### src/rtl/hit_window_scheduler.sv
// Rhythm Hero note sequencer: gap, timed hit window, verdict per slot.
// Keeps a saturating score and streak across one pattern run.
module hit_window_scheduler #(
    parameter int WINDOW_CYCLES = 50000000,
    parameter int GAP_CYCLES    = 25000000,
    parameter int PATTERN_LEN   = 16,
    parameter int SCORE_W       = 16
) (
    input  logic                           clk,
    input  logic                           rst,
    input  logic                           start,
    input  logic [3:0]                     buttons,
    output logic [$clog2(PATTERN_LEN)-1:0] pattern_idx,
    input  logic [3:0]                     pattern_lane,
    output logic [3:0]                     lane_active,
    output logic                           hit,
    output logic                           miss,
    output logic [SCORE_W-1:0]             score,
    output logic [SCORE_W-1:0]             streak,
    output logic                           busy,
    output logic                           done
);

    localparam int IDX_W = $clog2(PATTERN_LEN);
    localparam int GAP_W = $clog2(GAP_CYCLES + 1);
    localparam int WIN_W = $clog2(WINDOW_CYCLES + 1);

    localparam logic [IDX_W-1:0] IDX_LAST = IDX_W'(PATTERN_LEN - 1);
    localparam logic [GAP_W-1:0] GAP_LAST = GAP_W'(GAP_CYCLES - 1);
    localparam logic [WIN_W-1:0] WIN_LAST = WIN_W'(WINDOW_CYCLES - 1);

    typedef enum logic [2:0] {
        IDLE,
        GAP,
        ARMED,
        JUDGE,
        DONE
    } state_t;

    state_t             state_q, state_d;
    logic [IDX_W-1:0]   idx_q, idx_d;
    logic [GAP_W-1:0]   gap_q, gap_d;
    logic [WIN_W-1:0]   win_q, win_d;
    logic [3:0]         lane_q, lane_d;
    logic               vhit_q, vhit_d;
    logic               vmiss_q, vmiss_d;
    logic [SCORE_W-1:0] score_q, score_d;
    logic [SCORE_W-1:0] streak_q, streak_d;

    // State and datapath registers with synchronous reset.
    always_ff @(posedge clk) begin
        if (rst) begin
            state_q  <= IDLE;
            idx_q    <= '0;
            gap_q    <= '0;
            win_q    <= '0;
            lane_q   <= '0;
            vhit_q   <= 1'b0;
            vmiss_q  <= 1'b0;
            score_q  <= '0;
            streak_q <= '0;
        end else begin
            state_q  <= state_d;
            idx_q    <= idx_d;
            gap_q    <= gap_d;
            win_q    <= win_d;
            lane_q   <= lane_d;
            vhit_q   <= vhit_d;
            vmiss_q  <= vmiss_d;
            score_q  <= score_d;
            streak_q <= streak_d;
        end
    end

    // Next-state logic: sequencing, window timing and verdict scoring.
    always_comb begin
        state_d  = state_q;
        idx_d    = idx_q;
        gap_d    = gap_q;
        win_d    = win_q;
        lane_d   = lane_q;
        vhit_d   = vhit_q;
        vmiss_d  = vmiss_q;
        score_d  = score_q;
        streak_d = streak_q;
        unique case (state_q)
            IDLE, DONE: begin
                if (start) begin
                    state_d  = GAP;
                    idx_d    = '0;
                    gap_d    = '0;
                    win_d    = '0;
                    score_d  = '0;
                    streak_d = '0;
                end
            end
            GAP: begin
                gap_d = gap_q + 1'b1;
                if (gap_q == GAP_LAST) begin
                    vhit_d  = 1'b0;
                    vmiss_d = 1'b0;
                    if (pattern_lane == 4'b0000) begin
                        state_d = JUDGE;
                    end else begin
                        state_d = ARMED;
                        lane_d  = pattern_lane;
                        win_d   = '0;
                    end
                end
            end
            ARMED: begin
                win_d = win_q + 1'b1;
                // A press on the timeout cycle wins over the timeout.
                if (buttons != 4'b0000) begin
                    state_d = JUDGE;
                    lane_d  = '0;
                    vhit_d  = (buttons == lane_q);
                    vmiss_d = (buttons != lane_q);
                end else if (win_q == WIN_LAST) begin
                    state_d = JUDGE;
                    lane_d  = '0;
                    vhit_d  = 1'b0;
                    vmiss_d = 1'b1;
                end
            end
            JUDGE: begin
                if (vhit_q) begin
                    if (score_q != '1) begin
                        score_d = score_q + 1'b1;
                    end
                    if (streak_q != '1) begin
                        streak_d = streak_q + 1'b1;
                    end
                end
                if (vmiss_q) begin
                    streak_d = '0;
                end
                if (idx_q == IDX_LAST) begin
                    state_d = DONE;
                end else begin
                    state_d = GAP;
                    idx_d   = idx_q + 1'b1;
                    gap_d   = '0;
                end
            end
            default: begin
                state_d = IDLE;
            end
        endcase
    end

    assign pattern_idx = idx_q;
    assign lane_active = lane_q;
    assign hit         = (state_q == JUDGE) && vhit_q;
    assign miss        = (state_q == JUDGE) && vmiss_q;
    assign score       = score_q;
    assign streak      = streak_q;
    assign busy        = (state_q == GAP) || (state_q == ARMED)
                      || (state_q == JUDGE);
    assign done        = (state_q == DONE);

endmodule

### config.mk
export PLATFORM = sky130hd
export DESIGN_NAME = hit_window_scheduler
export DESIGN_NICKNAME = d
export VERILOG_FILES = /design/src/rtl/hit_window_scheduler.sv
export SDC_FILE = /design/constraint.sdc
export NUM_CORES = 1
export LEC_CHECK = 0
export BUFFER_PORTS_ARGS = -buffer_cell sky130_fd_sc_hd__buf_2
export CAP_MARGIN = 10
export CELL_PAD_IN_SITES_DETAIL_PLACEMENT = 1
export CELL_PAD_IN_SITES_GLOBAL_PLACEMENT = 1
export CORE_ASPECT_RATIO = 0.9
export CORE_MARGIN = 2
export CORE_UTILIZATION = 42
export DETAILED_ROUTE_END_ITERATION = 12
export GPL_ROUTABILITY_DRIVEN = 0
export PLACE_DENSITY_LB_ADDON = 0.15
export SKIP_CTS_REPAIR_TIMING = 1
export SLEW_MARGIN = 5
export SYNTH_ARGS = -nofsm -noshare
export SYNTH_HDL_FRONTEND = slang
export SYNTH_SLANG_ARGS = --single-unit
### constraint.sdc
create_clock -name clk -period 2.4 [get_ports clk]
set_clock_uncertainty 0.15 [all_clocks]
set_input_delay 0.36 -clock clk [delete_from_list [all_inputs] [get_ports clk]]
set_output_delay 0.36 -clock clk [all_outputs]
set_load 0.02 [all_outputs]
After elaboration in Yosys (flattened, before gate mapping)
Index checks and enable logic that the tools add are counted.
W data, S select, Z words.
- bits in registers: 96
- input bits: 11
- output and inout bits: 44
- word-level logic and storage cells: 91
- $add $sub $neg: 5
- eq/ne operators: 20
- mux-type cells: 37
- reductions and logical operators: 20
- operators with widths (operator ; count):
    $mux W16 ; 6
    $mux W26 ; 3
    $pmux W26 S3 ; 1
    $pmux W25 S3 ; 1
    $pmux W16 S2 ; 2
    $mux W25 ; 2
    $add A16 B1 Y16 const B ; 2
    $ne A16 B16 Y1 const B ; 2
    $add A26 B1 Y26 const B ; 1
    $eq A26 B26 Y1 const B ; 1
    $add A25 B1 Y25 const B ; 1
    $eq A25 B25 Y1 const B ; 1
    $mux W4 ; 6
    $pmux W4 S2 ; 2
    $reduce_and A4 Y1 ; 4
    $mux W3 ; 5
    $ne A2 B2 Y1 const B ; 6
    $pmux W3 S4 ; 1
    $reduce_and A3 Y1 ; 4
    $ne A3 B3 Y1 const B ; 3
    $eq A3 B2 Y1 const B ; 2
    $mux W1 ; 6
    $reduce_bool A3 Y1 ; 2
    $add A4 B1 Y4 const B ; 1
    13 further kinds ; 17

Longest topological paths before layout
Gate-level depths: netlist (run 1).
- depth in word-level cells: 5
- gate-level depth with buffers: 8
- depth with buffers taken out: 6

Worst setup path after synthesis (run 1)
OpenSTA, ideal clock, no wires.
- path kind: reg2reg
- from: register gap_q[0]
- to: register win_q[16]
- setup time: 0.138 ns
- data arrival time: 1.838 ns
- required time: 2.112 ns
- setup slack: 0.274 ns
- stages on the path, launching flop included: 8
- path buffers: 1
- period minus slack after synthesis: 2.126 ns
- path through: dfxtp_1 > ha_1 > or4bb_1 > nor4_1 > a21oi_1 > a21oi_4 > buf_6 > a311oi_1
- longest elaborated chain between the ends: 3
- ends and longest elaborated chain (what ; RTL line ; RTL):
    start, declared ; 42 ; logic [GAP_W-1:0] gap_q, gap_d;
    start signal, assigned ; 65 ; gap_q <= gap_d;
    $eq A25 B25 Y1 ; 99 ; if (gap_q == GAP_LAST) begin
    $ne A2 B2 Y1 (no line) ; n/a ;
    $reduce_and A4 Y1 (no line) ; n/a ;
    end signal, assigned ; 66 ; win_q <= win_d;
    end, declared ; 43 ; logic [WIN_W-1:0] win_q, win_d;
Every way passes these cells.
A chain may end at the register's enable or synchronous reset.

Worst setup path after layout (run 1)
- from: register gap_q[0]
- to: register win_q[5]
Same word-level chain as after synthesis.

==> reports/results.ini, run 1 <==
[final_layout]
drive_gt1_frac = 0.184
finalNonFillerCells = 919
antenna_cells = 0
fill_cells = 1557
fin_nets = 770
area_growth_pct = 19.1
utilization = 0.518

[worst_setup_path]
worstPathArrival_ns = 2.33
critPathCaptureType = flop
cp.required_ns = 2.47
cp_max_fo = 24
critPathKind = flop to flop
rrSetupSlack_ns = 0.14
r2r-start = gap_q[0]
startpoint_type = flop
reg2reg_to = win_q[5]
rr_worst_depth = 7

[timing]
hold_slack_ns = 0.135
min_period_ns = 2.26
rsz0062_at_grt = no
finalSetupViolCount = 0
fmax_mhz = 443
post-route-period-util = 0.941
finalMaxSlewViolations = 0
slew_headroom = 0.626
hold_violations = 0
tightest_slew_ns = 0.559

[worst_hold_path]
min_path_type = input port to flop
hold_path_startpoint = pattern_lane[1]
hold_end = lane_active[1]
hold_depth = 3

[grt]
grt-ovfl-total = 0
gr-usage-met1 = 0.334
grt_pass1_vias = 5481
grt_max_degree = 29
grt_usage = 0.250
use_met3 = 0.0568
busiest_layer = met2
grt_antenna_before_repair = 0
use_met2 = 0.406
grt_pass1_wl_um = 27500

[synthesis]
synth_area_leaders = dfxtp_1, nand2_1, nor2_1, a21oi_1, nand4_1
ys_seq_area_frac = 0.363
synth_fp_nets = 686
synth_ff_type = dfxtp_1
synth-xor-area-share = 0.0281
synth_edf_count = 0
synth_cell_types = 73
avgSynthCellArea_um2 = 7.91
synth_top_area_frac = 0.363
syn-cell-area_um2 = 5300
syn_inst = 670
synth-compound-area-share = 0.222
ys.warnings.count = 0
muxShareOfSynthArea = 0.0113
async_flop_share = 0
ys_seq_elements = 96
synth_top_area_cell = dfxtp_1
synth_top_family_by_area = simple AND/OR/NAND/NOR gates
synth_fa_ha_area_frac = 0.0118
synth-simple-area-share = 0.320

[flow_run]
maxCapViolations = 0

[clock_tree]
numCtsBuffers = 9
clock_latency_ns = 0.36
cts_tree = yes
cts_htree_levels = 3
clock_sinks = 96
root_buffer = clkbuf_16
path_clk_slew_ns = 0.07
cts.path.max_buffers = 2

[route]
drc = 0
drt_iter0_drc = 347
wl_per_cell_um = 17.9
drt_wl_total_um = 16400
vias_per_cell = 6.03
drt-pass1-iter-count = 5
antenna_left = 0
vias = 5541

[placement]
dp.cells = 902
numPortBuffers = 54
dpl.hpwl_um = 12000

[power]
peakVddDrop_mv = 0.404
finalPower_mw = 3.23
p_leak_nw = 2.30
powerDensity_nw_per_um2 = 511

[floorplan]
io_pins = 55
die_x_um = 122
core_um2 = 12200
rows = 38
dieArea_um2 = 13500
initial_utilization = 0.435
die_h_um = 111

[status]
outcome = completed

==> Yosys cell counts (9+ instances only) <==
library cell	number
dfxtp_1	96
and3_1	18
xor2_1	9
nor3_1	19
nand2_1	82
a31oi_1	13
or3_1	10
nor4_1	9
nand4_1	29
inv_1	19
nor2_1	64
a311oi_1	15
buf_2	10
o21ai_0	36
and4_1	10
a21oi_1	42
clkbuf_1	16
nand3_1	34
or4_1	12
==> how the worst max path moves through the flow <==
stage,start,endpoint,slack (ns),cells after the start
detailed placement,gap_q[0],win_q[5],0.009,7
CTS,gap_q[0],lane_active[3],-0.01,7
global route,gap_q[0],win_q[5],0.01,7
global placement,gap_q[0],win_q[5],0.11,7
finish,gap_q[0],win_q[5],0.14,7
floorplan,gap_q[0],win_q[16],0.27,7
==> cell type report <==
type	instances	area [µm²]	area share
multi-input combinational	523	3170	0.502
inverter	21	78.8	0.0125
clock buffer	14	274	0.0434
tap	160	200	0.0317
sequential	96	1930	0.305
timing repair buffer	103	651	0.103
clock inverter	2	12.5	0.00198
==> cell usage in the layout, fill, tap and decap left out, drive strengths merged, types with 9 or more instances in the layout <==
master / instances
nor3: 19
or3: 10
clkbuf: 14
xor2: 9
nor4: 10
nand3: 35
a311oi: 15
nand4: 29
a31oi: 13
and3: 19
inv: 20
or4: 13
dfxtp: 96
and4: 10
nor2: 64
a21oi: 43
buf: 103
nand2: 82
o21ai: 39
==> cell families (layout without fill, tap and decap cells) <==
group | after synthesis | count (layout)
XOR/XNOR | 17 | 17
AO/OA/AOI/OAI | 175 | 175
multiplexers | 6 | 6
AND/OR/NAND/NOR | 320 | 320
flip-flops | 96 | 96
adder cells (fa/ha/maj) | 5 | 5
buffers and inverters | 51 | 140
==> per-stage QoR <==
stage / setup TNS (ns) / worst slack, ns / instance area, µm²
6_report: 0 / 0.141 / 6310
5_1_grt: 0 / 0.00961 / 6310
4_1_cts: -0.0261 / -0.0120 / 6280
3_5_place_dp: 0 / 0.00852 / 5990
2_1_floorplan: 0 / 0.274 / 5300
3_3_place_gp: 0 / 0.111 / 5990
==> registers in the layout (all words and copies together), names as in the netlist <==
register and cells:
win_q 26, score 16, streak 16, lane_active 4, vhit_q 1, state_q 3
vmiss_q 1, gap_q 25, pattern_idx 4
==> critical path, stage by stage, from the launching register on <==
cell and delay, ns:
dfxtp_2 0.37, ha_1 0.20, or4bb_1 0.53, nor4_2 0.27, a21oi_1 0.14, a21oi_4 0.15, buf_12 0.18, o311ai_0 0.12
==> where the power goes <==
group | total [mW] | switching [mW] | internal, mW
sequential | 1.60 | 0.00795 | 1.60
clock | 1.44 | 0.655 | 0.788
combinational | 0.177 | 0.112 | 0.0646
total | 3.23 | 0.775 | 2.45
==> metal layers <==
metal	share of wire	vias to the layer above
li1	-	2709
met1	0.48	2726
met2	0.47	93
met3	0.039	13
met4	0.012	0
met5	0	-
(Power assumes the default switching activity.)
==> run 2: changes to the inputs <==
- CORE_MARGIN: 2 -> 1.5
- clock period: 2.4 -> 2.45 ns (I/O delays scaled with it)
==> reports/results.ini, run 2 (synthesis gave the netlist of run 1 again) <==
[status]
outcome = completed

[grt]
grt_max_degree = 31
grt-ovfl-total = 0
grt_usage = 0.253
grt_pass1_wl_um = 26800
grt_antenna_before_repair = 0
grt_pass1_vias = 5347

[timing]
fmax_mhz = 431
tightest_slew_ns = 0.556
finalSetupViolCount = 0
hold_violations = 0
min_period_ns = 2.32
rsz0062_at_grt = no
post-route-period-util = 0.946
tns_ns = 0
finalMaxSlewViolations = 0
slew_headroom = 0.628

[route]
drt_wl_total_um = 16300
antenna_left = 0
vias_per_cell = 6.02
drc = 0
wl_per_cell_um = 18.1
vias = 5429
drt_iter0_drc = 423
drt-pass1-iter-count = 4

[final_layout]
layout_common_cells = dfxtp_1, nand2_1, nor2_1, buf_2, a21oi_1
register_area_um2 = 1930
area_growth_pct = 17.6
fill_cells = 1538
multiInputGateArea_um2 = 3170
antenna_cells = 0
top_regs = win_q x26, gap_q x25
largest_register_ffs = 26
fin_nets = 753
drive_gt1_frac = 0.168
finalNonFillerCells = 902
final_common_cell = dfxtp_1
top_register = win_q

[worst_setup_path]
endpoint = win_q[5]
rr_worst_depth = 7
rrSetupSlack_ns = 0.13
critPathCaptureType = flop
reg2reg_to = win_q[5]
r2r-start = gap_q[0]
cp.required_ns = 2.51
path_cells = ha_2 -> or4bb_4 -> nor4_2 -> a21oi_1 -> a21oi_4 -> buf_12 -> o311ai_0
path_delay_family = simple AND/OR/NAND/NOR gates
max_stage_delay_ns = 0.55
critPathLaunch = gap_q[0]
crit_buf_inv = 1
worstPathArrival_ns = 2.38
cp_max_fo = 24
slowest_stage = or4bb_4
path_depth = 7
critPathKind = flop to flop
startpoint_type = flop

[floorplan]
initial_utilization = 0.435
io_pins = 55
die_h_um = 110
dieArea_um2 = 13300
die_x_um = 121
core_um2 = 12200
rows = 38

[clock_tree]
cts.path.max_buffers = 2
cts_htree_levels = 3
root_buffer = clkbuf_16
clock_latency_ns = 0.36
clock_sinks = 96
cts_tree = yes
numCtsBuffers = 9
path_clk_slew_ns = 0.07

[placement]
dp.cells = 886
numPortBuffers = 54
dpl.hpwl_um = 11800

[power]
finalPower_mw = 3.29
powerDensity_nw_per_um2 = 528
peakVddDrop_mv = 0.446
p_leak_nw = 2.24

[worst_hold_path]
min_path_type = input port to flop

[flow_run]
maxCapViolations = 0

run 2: worst min path at each step:
stage	start	to	slack (ns)	cells past startpoint
2_1_floorplan	gap_q[24]	gap_q[24]	0.29	2
3_3_place_gp	gap_q[22]	gap_q[22]	0.31	2
3_5_place_dp	gap_q[22]	gap_q[22]	0.32	2
4_1_cts	pattern_lane[1]	lane_active[1]	0.14	3
5_1_grt	pattern_lane[1]	lane_active[1]	0.16	3
6_report	pattern_lane[2]	lane_active[2]	0.15	3
run 2: worst register-to-register path: cells and delay by family, from the launching register on:
kind / cells / cell delay (ns)
AO/OA/AOI/OAI: 3 / 0.44
adder cells (fa/ha/maj): 1 / 0.19
buffers and inverters: 1 / 0.18
flip-flops: 1 / 0.36
AND/OR/NAND/NOR: 2 / 0.85
run 2: per-layer routing:
layer / wire, µm / GRT usage / up-vias
met2: 7640 / 0.413 / 80
met4: 133 / 0.0521 / 0
met5: 0 / 0 / -
met1: 7870 / 0.342 / 2664
met3: 671 / 0.0576 / 12
li1: - / - / 2673
run 2: area by class of cell:
class	count	area share
Clock inverter	6	0.0133
Clock buffer	10	0.0383
Inverter	21	0.0126
Multi-Input combinational cell	523	0.509
Timing Repair Buffer	86	0.0859
Sequential cell	96	0.309
Tap cell	160	0.0321
run 2: power breakdown:
group          switching [mW]  total (mW)  internal (mW)
combinational           0.111       0.173         0.0620
clock                   0.630        1.55          0.917
sequential            0.00702        1.57           1.56
total                   0.748        3.29           2.54
run 2: per-stage QoR:
step	hold WS [ns]	setup slack, ns	util	area [µm²]
global placement	0.315	0.177	0.483	5880
CTS	0.143	0.0125	0.510	6210
finish	0.150	0.132	0.512	6230
detailed placement	0.322	0.0337	0.483	5880
floorplan	0.288	0.324	-	5300
global route	0.157	0.0335	0.512	6230
==> run 3: changes to the inputs <==
- CTS_BUF_LIST: unset -> sky130_fd_sc_hd__clkbuf_4
==> reports/results.ini, run 3 (synthesis gave the netlist of run 1 again) <==
[worst_hold_path]
hold_depth = 3
hold_end = lane_active[2]
hold_path_startpoint = pattern_lane[2]
min_path_type = input port to flop

[grt]
grt_antenna_before_repair = 0
grt_usage = 0.249
grt_pass1_wl_um = 26500
grt_pass1_vias = 5329
grt_max_degree = 31
grt-ovfl-total = 0

[final_layout]
drive_gt1_frac = 0.168
fin_nets = 755
layout_common_cells = dfxtp_1, nand2_1, nor2_1, buf_2, a21oi_1
top_regs = win_q x26, gap_q x25
final_common_cell = dfxtp_1
area_growth_pct = 14.8
antenna_cells = 0
utilization = 0.500
largest_register_ffs = 26
postLayoutCellArea_um2 = 6090
top_register = win_q

[worst_setup_path]
rrSetupSlack_ns = 0.13
critPathLaunch = state_q[1]
startpoint_type = flop
reg2reg_to = win_q[5]
cpMostUsedCell = buf_4
slowest_stage = dfxtp_4
r2r-start = gap_q[0]
max_stage_delay_ns = 0.47
cp_max_fo = 13
rr_worst_depth = 7
cp.required_ns = 1.93
worstPathArrival_ns = 1.83
critPathCaptureType = output port
path_cells = buf_4 -> nand3b_1 -> buf_4 -> nor2_1 -> buf_2
critPathKind = flop to output port

[route]
vias = 5478
drt_iter0_drc = 312
vias_per_cell = 6.06
drt-pass1-iter-count = 5
drt_wl_total_um = 16000
wl_per_cell_um = 17.7
dr_wl_met3_um = 533
drt-met1-wl_um = 7850
drc = 0
antenna_left = 0
dr.max_layer_used = met4
wl_met2_um = 7450

[floorplan]
core_um2 = 12200
initial_utilization = 0.435
die_x_um = 121
die_h_um = 110
dieArea_um2 = 13300
rows = 38
io_pins = 55

[power]
p_leak_nw = 2.18
finalPower_mw = 2.72
peakVddDrop_mv = 0.299
powerDensity_nw_per_um2 = 447

[clock_tree]
clock_sinks = 96
cts_htree_levels = 3
cts_tree = yes
root_buffer = clkbuf_4
cts.path.max_buffers = 2
clock_latency_ns = 0.50
path_clk_slew_ns = 0.15
numCtsBuffers = 9

[placement]
dpl.hpwl_um = 11800
numPortBuffers = 54
postPlaceCellArea_um2 = 5880

[timing]
fmax_mhz = 426
min_period_ns = 2.34
finalMaxSlewViolations = 0
slew_headroom = 0.637
hold_slack_ns = 0.00441
post-route-period-util = 0.957
finalSetupViolCount = 0
rsz0062_at_grt = no
tns_ns = 0
tightest_slew_ns = 0.542
hold_violations = 0

[flow_run]
maxCapViolations = 0

[status]
outcome = completed

## run 3: worst max path at each step
stage                           endpoint  slack (ns)
after CTS                           miss       -0.17
after floorplan                win_q[16]        0.32
after global placement    lane_active[0]        0.18
after detailed placement  lane_active[0]        0.03
after global routing                miss       0.004
final                               miss        0.11
## run 3: critical path: cells and delay by family (launching register included)
kind | cells | cell delay (ns)
and+or+nand+nor | 2 | 0.30
buffers and inverters | 3 | 0.56
DFF | 1 | 0.47
## run 3: cell type report
type / count / area, µm²
fill: 1555 / 6080
tap: 160 / 200
timing repair buffer: 88 / 556
clock inverter: 7 / 86.3
inverter: 21 / 78.8
multi-input combinational: 523 / 3170
sequential: 96 / 1930
clock buffer: 9 / 67.6
## run 3: metal layers
layer | vias to the layer above | track usage
met4 | 0 | 0.0647
met1 | 2693 | 0.335
met5 | - | 0
li1 | 2683 | -
met2 | 90 | 0.410
met3 | 12 | 0.0482
## run 3: stage by stage
stage / worst slack, ns / cells
2_1_floorplan: 0.324 / 670
3_3_place_gp: 0.177 / 886
3_5_place_dp: 0.0337 / 886
4_1_cts: -0.175 / 902
5_1_grt: 0.00432 / 904
6_report: 0.105 / 904
## run 3: power breakdown
part           internal [mW]  switching [mW]
registers               1.57         0.00691
logic                 0.0638           0.110
clock network          0.405           0.571
total                   2.03           0.688
